`src/rtl/rs_dec_ser.sv`:
```
// rs_dec_ser: serial-input (7,3) decoder, g(x)=x^4+x+1, 3-stage pipelined divider plus syndrome stage.
// Define RS_DEC_CORRECT_EN for single-error correction; otherwise the block only detects errors.
module rs_dec_ser #(
    parameter int TIMEOUT = 64
) (
    input  logic       clk,
    input  logic       reset,
    input  logic       data_in,
    input  logic       clk_data_in,
    output logic [2:0] data_out,
    output logic       clk_data_out,
    output logic       err_corr,
    output logic       err_uncorr,
    output logic       sync_err
);
    localparam int IW = (TIMEOUT > 1) ? $clog2(TIMEOUT) : 1;
    localparam logic [3:0] G = 4'b0011;

    typedef enum logic {IDLE, RECV} state_t;

    state_t        r_state, w_state_nx;
    logic [1:0]    r_sync;
    logic [2:0]    r_cnt, w_cnt_nx;
    logic [IW-1:0] r_idle, w_idle_nx;
    logic [5:0]    r_sh, w_sh_nx;
    logic          w_edge, w_launch, w_tmo;

    logic [6:0]    r_frm;
    logic [3:0]    r_v;
    logic [5:0]    r_rem1, w_s1;
    logic [4:0]    r_rem2;
    logic [3:0]    r_rem3;
    logic [2:0]    r_m1, r_m2, r_m3;
    logic [3:0]    r_p1, r_p2, r_p3;
    logic [3:0]    w_syn;
    logic [2:0]    w_flip;
    logic          w_corr, w_unc;

    assign w_edge = r_sync[0] & ~r_sync[1];

    always_ff @(posedge clk or negedge reset) begin
        if (!reset) begin
            r_sync  <= 2'b11;
            r_state <= IDLE;
            r_cnt   <= '0;
            r_idle  <= '0;
            r_sh    <= '0;
        end else begin
            r_sync  <= {r_sync[0], clk_data_in};
            r_state <= w_state_nx;
            r_cnt   <= w_cnt_nx;
            r_idle  <= w_idle_nx;
            r_sh    <= w_sh_nx;
        end
    end

    // an edge always wins over a timeout landing in the same cycle
    always_comb begin
        w_state_nx = r_state;
        w_cnt_nx   = r_cnt;
        w_idle_nx  = r_idle;
        w_sh_nx    = r_sh;
        w_launch   = 1'b0;
        w_tmo      = 1'b0;
        if (w_edge) begin
            w_idle_nx  = '0;
            w_sh_nx    = {data_in, r_sh[5:1]};
            w_launch   = (r_cnt == 3'd6);
            w_cnt_nx   = w_launch ? 3'd0 : r_cnt + 3'd1;
            w_state_nx = w_launch ? IDLE : RECV;
        end else if (r_state == RECV) begin
            w_tmo      = (TIMEOUT > 0) && (r_idle == IW'(TIMEOUT - 1));
            w_idle_nx  = w_tmo ? '0 : r_idle + IW'(1);
            w_cnt_nx   = w_tmo ? 3'd0 : r_cnt;
            w_sh_nx    = w_tmo ? '0 : r_sh;
            w_state_nx = w_tmo ? IDLE : RECV;
        end
    end

    // long division of {m,0000}: one dividend bit (6,5,4) retired per stage
    assign w_s1 = {r_frm[1:0], 4'b0000} ^ (r_frm[2] ? {G, 2'b00} : 6'b0);

    always_ff @(posedge clk or negedge reset) begin
        if (!reset) begin
            r_frm  <= '0;
            r_v    <= '0;
            r_rem1 <= '0;
            r_rem2 <= '0;
            r_rem3 <= '0;
            r_m1   <= '0;
            r_m2   <= '0;
            r_m3   <= '0;
            r_p1   <= '0;
            r_p2   <= '0;
            r_p3   <= '0;
        end else begin
            r_v    <= {r_v[2:0], w_launch};
            if (w_launch) r_frm <= {data_in, r_sh};
            r_rem1 <= w_s1;
            r_rem2 <= r_rem1[4:0] ^ (r_rem1[5] ? {G, 1'b0} : 5'b0);
            r_rem3 <= r_rem2[3:0] ^ (r_rem2[4] ? G : 4'b0);
            r_m1   <= r_frm[2:0];
            r_m2   <= r_m1;
            r_m3   <= r_m2;
            r_p1   <= r_frm[6:3];
            r_p2   <= r_p1;
            r_p3   <= r_p2;
        end
    end

    assign w_syn = r_rem3 ^ r_p3;

`ifdef RS_DEC_CORRECT_EN
    assign w_flip = (w_syn == 4'b0011) ? 3'b001 :
                    (w_syn == 4'b0110) ? 3'b010 :
                    (w_syn == 4'b1100) ? 3'b100 : 3'b000;
    assign w_corr = (w_flip != 3'b000) || $onehot(w_syn);
    assign w_unc  = (w_syn != 4'b0000) && !w_corr;
`else
    assign w_flip = 3'b000;
    assign w_corr = 1'b0;
    assign w_unc  = (w_syn != 4'b0000);
`endif

    always_ff @(posedge clk or negedge reset) begin
        if (!reset) begin
            data_out     <= '0;
            clk_data_out <= 1'b0;
            err_corr     <= 1'b0;
            err_uncorr   <= 1'b0;
            sync_err     <= 1'b0;
        end else begin
            clk_data_out <= r_v[3];
            sync_err     <= w_tmo;
            if (r_v[3]) begin
                data_out   <= r_m3 ^ w_flip;
                err_corr   <= w_corr;
                err_uncorr <= w_unc;
            end
        end
    end
endmodule
```
`config.mk`:
```
export PLATFORM = sky130hd
export DESIGN_NAME = rs_dec_ser
export DESIGN_NICKNAME = d
export VERILOG_FILES = /design/src/rtl/rs_dec_ser.sv
export SDC_FILE = /design/constraint.sdc
export NUM_CORES = 1
export LEC_CHECK = 0
export ABC_AREA = 1
export CAP_MARGIN = 20
export CORE_UTILIZATION = 41
export DETAILED_ROUTE_END_ITERATION = 8
export GPL_TIMING_DRIVEN = 0
export HOLD_SLACK_MARGIN = 0.12
export RECOVER_POWER = 100
export SYNTH_ARGS = -nofsm -noshare
export SYNTH_HDL_FRONTEND = slang
export SYNTH_SLANG_ARGS = --single-unit
```
`constraint.sdc`:
```
create_clock -name clk -period 1.2 [get_ports clk]
set_input_delay 0.12 -clock clk [delete_from_list [all_inputs] [get_ports clk]]
set_output_delay 0.12 -clock clk [all_outputs]
set_load 0.05 [all_outputs]
```
; ---- Word-level counts from Yosys, hierarchy flattened
; Cells that the tools add are included.
[word_totals]
word_cells = 54
in_bits = 4
regBits = 71
[classes]
n_eq_ne = 2
mux = 20
n_addsub = 2
bitwise = 6
reduce_logical = 4
[ops]
columns = op, count
row1 = $mux 6, 6
row2 = $mux 3, 5
row3 = $mux 1, 7
row4 = $add 6x1->6 const B, 1
row5 = $eq 6x6->1 const B, 1
row6 = $xor 6x4->6, 1
row7 = $xor 5x3->5, 1
row8 = $mux 4, 1
row9 = $reduce_bool 2->1, 2
row10 = $reduce_bool 4->1, 1
row11 = $xor 4x2->4, 1
row12 = $xor 4x4->4, 1
row13 = $add 3x1->3 const B, 1
row14 = $eq 3x3->1 const B, 1
row15 = $mux 2, 1
row16 = $reduce_and 2->1, 1
row17 = $and 1x1->1, 1
row18 = $not 1->1, 1

; ---- Longest topological paths before layout
; Gate-level depths: netlist of run 1.
[depth]
ltp_word = 4
mapped_depth = 7
ltp_nobuf = 7

; ---- Least setup slack after synthesis of run 1
; OpenSTA, ideal clock, no wires.
[synth_path]
kind = register to register
start = register r_idle[0]
end = register r_cnt[0]
slack_ns = 0.065
period_less_slack_ns = 1.135
arrival_ns = 1.018
n_path_buf = 0
stages_incl_launch_ff = 7
path_cell_list = dfrtp_1 -> ha_1 -> nand3_2 -> nor2_4 -> nand2_4 -> nand3_1 -> nand2_1
[synth_via]
elab_chain_len = 3
[synth_lines]
columns = item, line
row1 = start: declaration, 24  ; logic [IW-1:0] r_idle, w_idle_nx;
row2 = start signal: assignment, 52  ; r_idle <= w_idle_nx;
row3 = $eq 6x6->1, 72  ; w_tmo = (TIMEOUT > 0) && (r_idle == IW'(TIMEOUT - 1));
row4 = $reduce_bool 2->1 (no line), --
row5 = $reduce_and 2->1 (no line), --
row6 = end signal: assignment, 51  ; r_cnt <= w_cnt_nx;
row7 = end: declaration, 23  ; logic [2:0] r_cnt, w_cnt_nx;
; No other way between the ends.
; A chain may end at the register's enable or synchronous reset.

; ---- Final worst setup path of run 1
[layout_path]
start = register r_idle[1]
end = register r_cnt[1]
; Same word-level chain as after synthesis.

==> impl_metrics.toml, run 1 <==
[critical_path]
r2r-start = "r_idle[1]"
cp.required_ns = 1.42
crit_path_max_fanout = 5
crit_arrival_ns = 1.48
crit_start = "r_idle[1]"
worstSetupEndpointType = "flop"
cp-start-kind = "flop"
crit_type = "reg -> reg"

[clocking]
worstSkewPairLatency_ns = 0.33
cts_sinks = 59
root_buffer = "clkbuf_8"
cts_tree = "built"
cts_max_level = 3
clk_pin_slew_worst_paths_ns = 0.07
numCtsBuffers = 9
cts_max_path_buffers = 2

[global_routing]
grt_max_degree = 39
overflow = 0
grt_pass1_wl_um = 5600
grt_pass1_vias = 1302
grtUsageTotal = 0.144
antenna_found_initial = 0

[sta]
setup_viol = 12
worstMarginPinSlew_ns = 0.527
finalWorstSetupSlack_ns = -0.0580
setup_tns_ns = -0.507
maxSlewViolCount = 0
skew_ns = 0.00475
fin_crit_ns = 1.26
max-slew-margin-rel = 0.649
period_share = 1.05
rsz0062_at_grt = "true"
fmax_ghz = 0.795
hold_viol_final = 0

[place]
place_congestion = 0.779
place_ws_ns = -0.0845
portBuffers = 9
post-dp-hpwl_um = 1940

[yosys]
syn_nets = 204
seq_area_frac_synth = 0.695
avgSynthCellArea_sq_um = 10.7
netlist_area_sq_um = 2130
yosysUniqueCellTypes = 22
yosysWarningCount = 0
netlist_instances = 199
ys_seq_elements = 59

[pwr]
power.density_nw_per_um2 = 2240
ir_drop_mv = 1.02
cellLeakagePower_nw = 1.38

[route]
viasPerCell = 4.44
num_vias = 1328
drtAntennaViolNets = 0
drc = 0
first_pass_iters = 4
drt_iter0_drc = 60
wire_per_inst_um = 11.2
wl_um = 3350

[layout]
finalNetCount = 232
nFillCells = 425
drive_gt1_frac = 0.233
area_delta_synth_final_pct = 24.6
n_antenna_cell = 0

[run_status]
violations = "negative setup slack"
outcome = "finished, violations left"

[floorplan]
start_util = 0.439
dieArea_sq_um = 5480
die_x_um = 74.1
die_h_um = 74.1
num_rows = 25
io_pins = 11
core_area_sq_um = 4850

[run]
drv_cap = 0

[min_path]
hp-class = "in -> async"
## repair_timing
item                                    in CTS  in global routing
buffers inserted                             2                  3
endpoints found under the setup margin      26                 26
cloned                                       0                  1
hold buffers                                 1                  0
hold endpoints to repair                    21                  0
pin swaps                                    0                  5
resized for setup                           20                 22
## layout make-up
type                            instances  area, sq um  area share
Buffer                                  3         22.5     0.00849
Clock buffer                           10          138      0.0519
Clock inverter                          6          113      0.0425
Inverter                               17         68.8      0.0259
Multi-Input combinational cell        121          622       0.234
Sequential cell                        59         1480       0.558
Tap cell                               67         83.8      0.0316
Timing Repair Buffer                   16          126      0.0476
## path summary, 6_finish.rpt
| kind | to | slack (ns) | cells past startpoint |
|---|---|---|---|
| max | r_cnt[1] | -0.06 | 6 |
| min | clk_data_out | 0.29 | 2 |
| max reg2reg | r_cnt[1] | -0.06 | 6 |
| min reg2reg | r_v[2] | 0.34 | 0 |
| max in group asynchronous | r_sync[0] | 0.17 | 3 |
| min in group clk | r_sync[0] | 0.34 | 1 |
## placed cells by master, fill, tap and decap left out
cell              n
o22ai_1           1
inv_1            15
clkinv_2          1
o21ai_0           6
nand3b_1          2
xor2_1            3
nor2_2            2
inv_2             1
nor2_4            2
buf_4             8
a21oi_1           2
nand2_2           2
nand3_1           9
clkdlybuf4s15_2   2
dlygate4sd3_1     2
bufinv_16         3
clkdlybuf4s50_1   1
dfrtp_1          57
clkinv_4          2
nand2_1          70
conb_1            1
nor2_1            8
clkbuf_2          5
nor3b_2           1
clkbuf_8         10
nand4_1           1
nand3_2           6
ha_2              1
nand3_4           1
buf_6             1
inv_6             1
dfstp_2           2
nand2_4           3
## flip-flops by register name, summed over array words and instances (netlist names), 4 cells and up
name,flops
r_frm,7
r_idle,6
r_sh,6
r_p1,4
r_p2,4
r_p3,4
r_v,4
## logic make-up after synthesis
group / Yosys count / share of synthesized area
AND/OR/NAND/NOR: 106 / 0.222
flip-flops: 59 / 0.695
buffers and inverters: 20 / 0.0417
AO/OA/AOI/OAI: 9 / 0.0218
XOR/XNOR: 3 / 0.0123
adder cells (fa/ha/maj): 1 / 0.00588
other: 1 / 0.00176
## synthesized netlist by cell type, drive strengths merged
library cell,instances,area (sq um)
a21oi,2,10.0
buf,3,20.0
conb,1,3.75
dfrtp,57,1430
dfstp,2,52.6
ha,1,12.5
inv,17,68.8
nand2,74,298
nand3,16,85.1
nand3b,2,15.0
nand4,1,6.26
nor2,12,60.1
nor3b,1,7.51
o21ai,6,30.0
o22ai,1,6.26
xor2,3,26.3
## through the flow
step | cell area (sq um) | hold slack, ns | std cells | utilization | total power, mW
after detailed placement | 2320 | 0.115 | 276 | 0.478 | 3.72
final | 2650 | 0.287 | 299 | 0.547 | 5.95
after global placement | 2300 | 0.332 | 275 | 0.475 | 3.67
after floorplan | 2130 | -0.176 | 199 | - | 3.44
after global routing | 2650 | 0.317 | 299 | 0.547 | 6.30
after CTS | 2610 | 0.183 | 295 | 0.538 | 5.99
## worst max-delay path: stages, from the launching register on
cell and delay [ns]:
dfrtp_1 0.36, ha_2 0.21, nand3_4 0.10, nor2_4 0.23, nand2_4 0.12, nand3_2 0.08
nand2_1 0.05
## power by group
part / internal, mW / switching (mW) / total (mW)
clock network: 1.44 / 0.766 / 2.20
registers: 2.53 / 0.322 / 2.85
logic: 0.361 / 0.528 / 0.889
## metal layers
metal	vias up	track usage	wire, um
met5	-	0	0
met4	0	0.0705	51
met3	5	0.0732	143
met2	17	0.236	1740
met1	632	0.154	1420
li1	674	-	-
Note: power is estimated with default switching activity, not from simulation.
==> run 2, diff against run 1 <==
--- a/config.mk
+++ b/config.mk
@@ -7,10 +7,11 @@
 export LEC_CHECK = 0
 export ABC_AREA = 1
 export CAP_MARGIN = 20
-export CORE_UTILIZATION = 41
+export CORE_UTILIZATION = 49
 export DETAILED_ROUTE_END_ITERATION = 8
 export GPL_TIMING_DRIVEN = 0
 export HOLD_SLACK_MARGIN = 0.12
+export PLACE_DENSITY = 0.67
 export RECOVER_POWER = 100
 export SYNTH_ARGS = -nofsm -noshare
 export SYNTH_HDL_FRONTEND = slang
==> run 2 against run 1 <==
  * The flow still finishes with violations (negative setup slack)
  * Clock power is 19% lower
  * Critical endpoint is now r_sh[3]
  * Register-to-register slack hardly changed
  * Fmax is essentially flat
  * Highest routed layer unchanged
  * Power fell by 6.1%
  * Design area is 1.6% lower
  * Cell count fell by 5.4%
  * Largest power group unchanged
  * First-iteration DRC count grew 17%
==> impl_metrics.toml, run 2 (synthesis gave the netlist of run 1 again) <==
[run_status]
outcome = "finished, violations left"
violations = "negative setup slack"

[clocking]
cts_max_level = 3
cts_tree = "built"
worstSkewPairLatency_ns = 0.32
cts_max_path_buffers = 2
root_buffer = "clkbuf_8"
cts_sinks = 59
numCtsBuffers = 9
clk_pin_slew_worst_paths_ns = 0.06

[global_routing]
grt_pass1_wl_um = 5890
antenna_found_initial = 0
overflow = 0
grt_max_degree = 45
grt_pass1_vias = 1418
grtUsageTotal = 0.182

[run]
drv_cap = 0

[route]
drc = 0
num_vias = 1379
drt_iter0_drc = 70
drtAntennaViolNets = 0
viasPerCell = 4.87
first_pass_iters = 4
wire_per_inst_um = 12.3
wl_um = 3480

[sta]
fin_crit_ns = 1.26
setup_viol = 13
skew_ns = 0.00811
hold_viol_final = 0
setup_tns_ns = -0.387
hold_ws_ns = 0.244
maxSlewViolCount = 0
finalWorstSetupSlack_ns = -0.0577
period_share = 1.05
rsz0062_at_grt = "true"
fmax_ghz = 0.795

[min_path]
hp-class = "in -> async"

[place]
portBuffers = 9
place_ws_ns = -0.113
place_congestion = 0.736
post-dp-hpwl_um = 2210

[critical_path]
crit_type = "reg -> reg"
path_buf_inv = 0
worstSetupEndpointType = "flop"
cp-endpoint = "r_sh[3]"
cp_slowest_cell = "dfrtp_1"
r2r_setup_slack_ns = -0.06
crit_arrival_ns = 1.47
r2r-start = "r_idle[0]"
crit_path_max_fanout = 5
cp.required_ns = 1.41
crit_family = "simple AND/OR/NAND/NOR gates"
cp-start-kind = "flop"
slowest_delay_ns = 0.40
reg2reg_to = "r_sh[3]"
reg2reg_depth = 6
crit_chain = "ha_4 > nand3_4 > nor2_4 > nand2_4 > nand3_1 > nand2_1"
path_depth = 6
crit_start = "r_idle[0]"

[layout]
largest_register = "r_frm"
area_delta_synth_final_pct = 22.6
post-route-util = 0.639
nFillCells = 330
drive_gt1_frac = 0.236
final_cell_mix = "nand2_1 (68), dfrtp_1 (57), inv_1 (15)"
biggestRegsByFlops = "r_frm x7, r_idle x6, r_sh x6"
largest_reg_flops = 7
finalNetCount = 233
layout_commonest_cell = "nand2_1"
n_antenna_cell = 0

[floorplan]
die_x_um = 67.9
io_pins = 11
die_h_um = 67.9
dieArea_sq_um = 4610
core_area_sq_um = 4090
num_rows = 23
start_util = 0.521

[pwr]
ir_drop_mv = 1.36
seq_power_share = 0.517
power_mw = 5.58
comb_power_share = 0.163
sw_frac_of_total = 0.289
cellLeakagePower_nw = 1.36
p_sw_mw = 1.62
intPower_mw = 3.97
power.density_nw_per_um2 = 2140
clkPwrFrac = 0.320
run 2: power by group through the flow:
stage,Clock (mW),Sequential (mW),Combinational [mW]
3_3_place_gp,0,2.86,0.793
6_report,1.79,2.88,0.912
5_1_grt,1.94,2.95,1.06
4_1_cts,1.85,2.85,0.900
3_5_place_dp,0,2.91,0.846
2_1_floorplan,0,2.93,0.513
run 2: timing repair:
action,in CTS,in global routing
endpoints found under the hold margin,59,0
buffers inserted,2,4
hold buffers,1,0
pin swaps,0,4
setup endpoints to repair,26,23
cloned,0,1
gates resized for setup,19,22
run 2: stage by stage:
stage,instance area (sq um),instances
after floorplan,2130,199
after global placement,2280,258
after detailed placement,2300,259
after CTS,2540,278
after global routing,2610,283
final,2610,283
run 2: worst min path at each step:
| stage | endpoint | slack [ns] | cells after the start |
|---|---|---|---|
| floorplan | clk_data_out | -0.18 | 0 |
| global placement | r_v[3] | 0.33 | 0 |
| detailed placement | r_idle[2] | 0.06 | 1 |
| CTS | r_sync[0] | 0.20 | 1 |
| global route | sync_err | 0.26 | 2 |
| finish | sync_err | 0.24 | 2 |
run 2: layer usage:
metal	global-route usage	vias to the layer above	part of all wire
met3	0.0717	9	0.039
met5	0	-	0
met4	0.0911	0	0.018
met1	0.199	670	0.45
met2	0.306	23	0.49
li1	-	677	-
run 2: layout make-up:
| cell class | count | area [sq um] | area share |
|---|---|---|---|
| clock buffer | 12 | 155 | 0.0594 |
| sequential | 59 | 1480 | 0.567 |
| multi-input combinational | 121 | 632 | 0.242 |
| tap | 50 | 62.6 | 0.0240 |
| timing repair buffer | 17 | 140 | 0.0537 |
| inverter | 17 | 68.8 | 0.0264 |
| buffer | 3 | 23.8 | 0.00911 |
| clock inverter | 4 | 48.8 | 0.0187 |
run 2: worst register-to-register path, delay by kind of cell, from the launching register on:
| family | cells | cell delay (ns) |
|---|---|---|
| and+or+nand+nor | 5 | 0.59 |
| DFF | 1 | 0.40 |
| adders and majority gates | 1 | 0.17 |
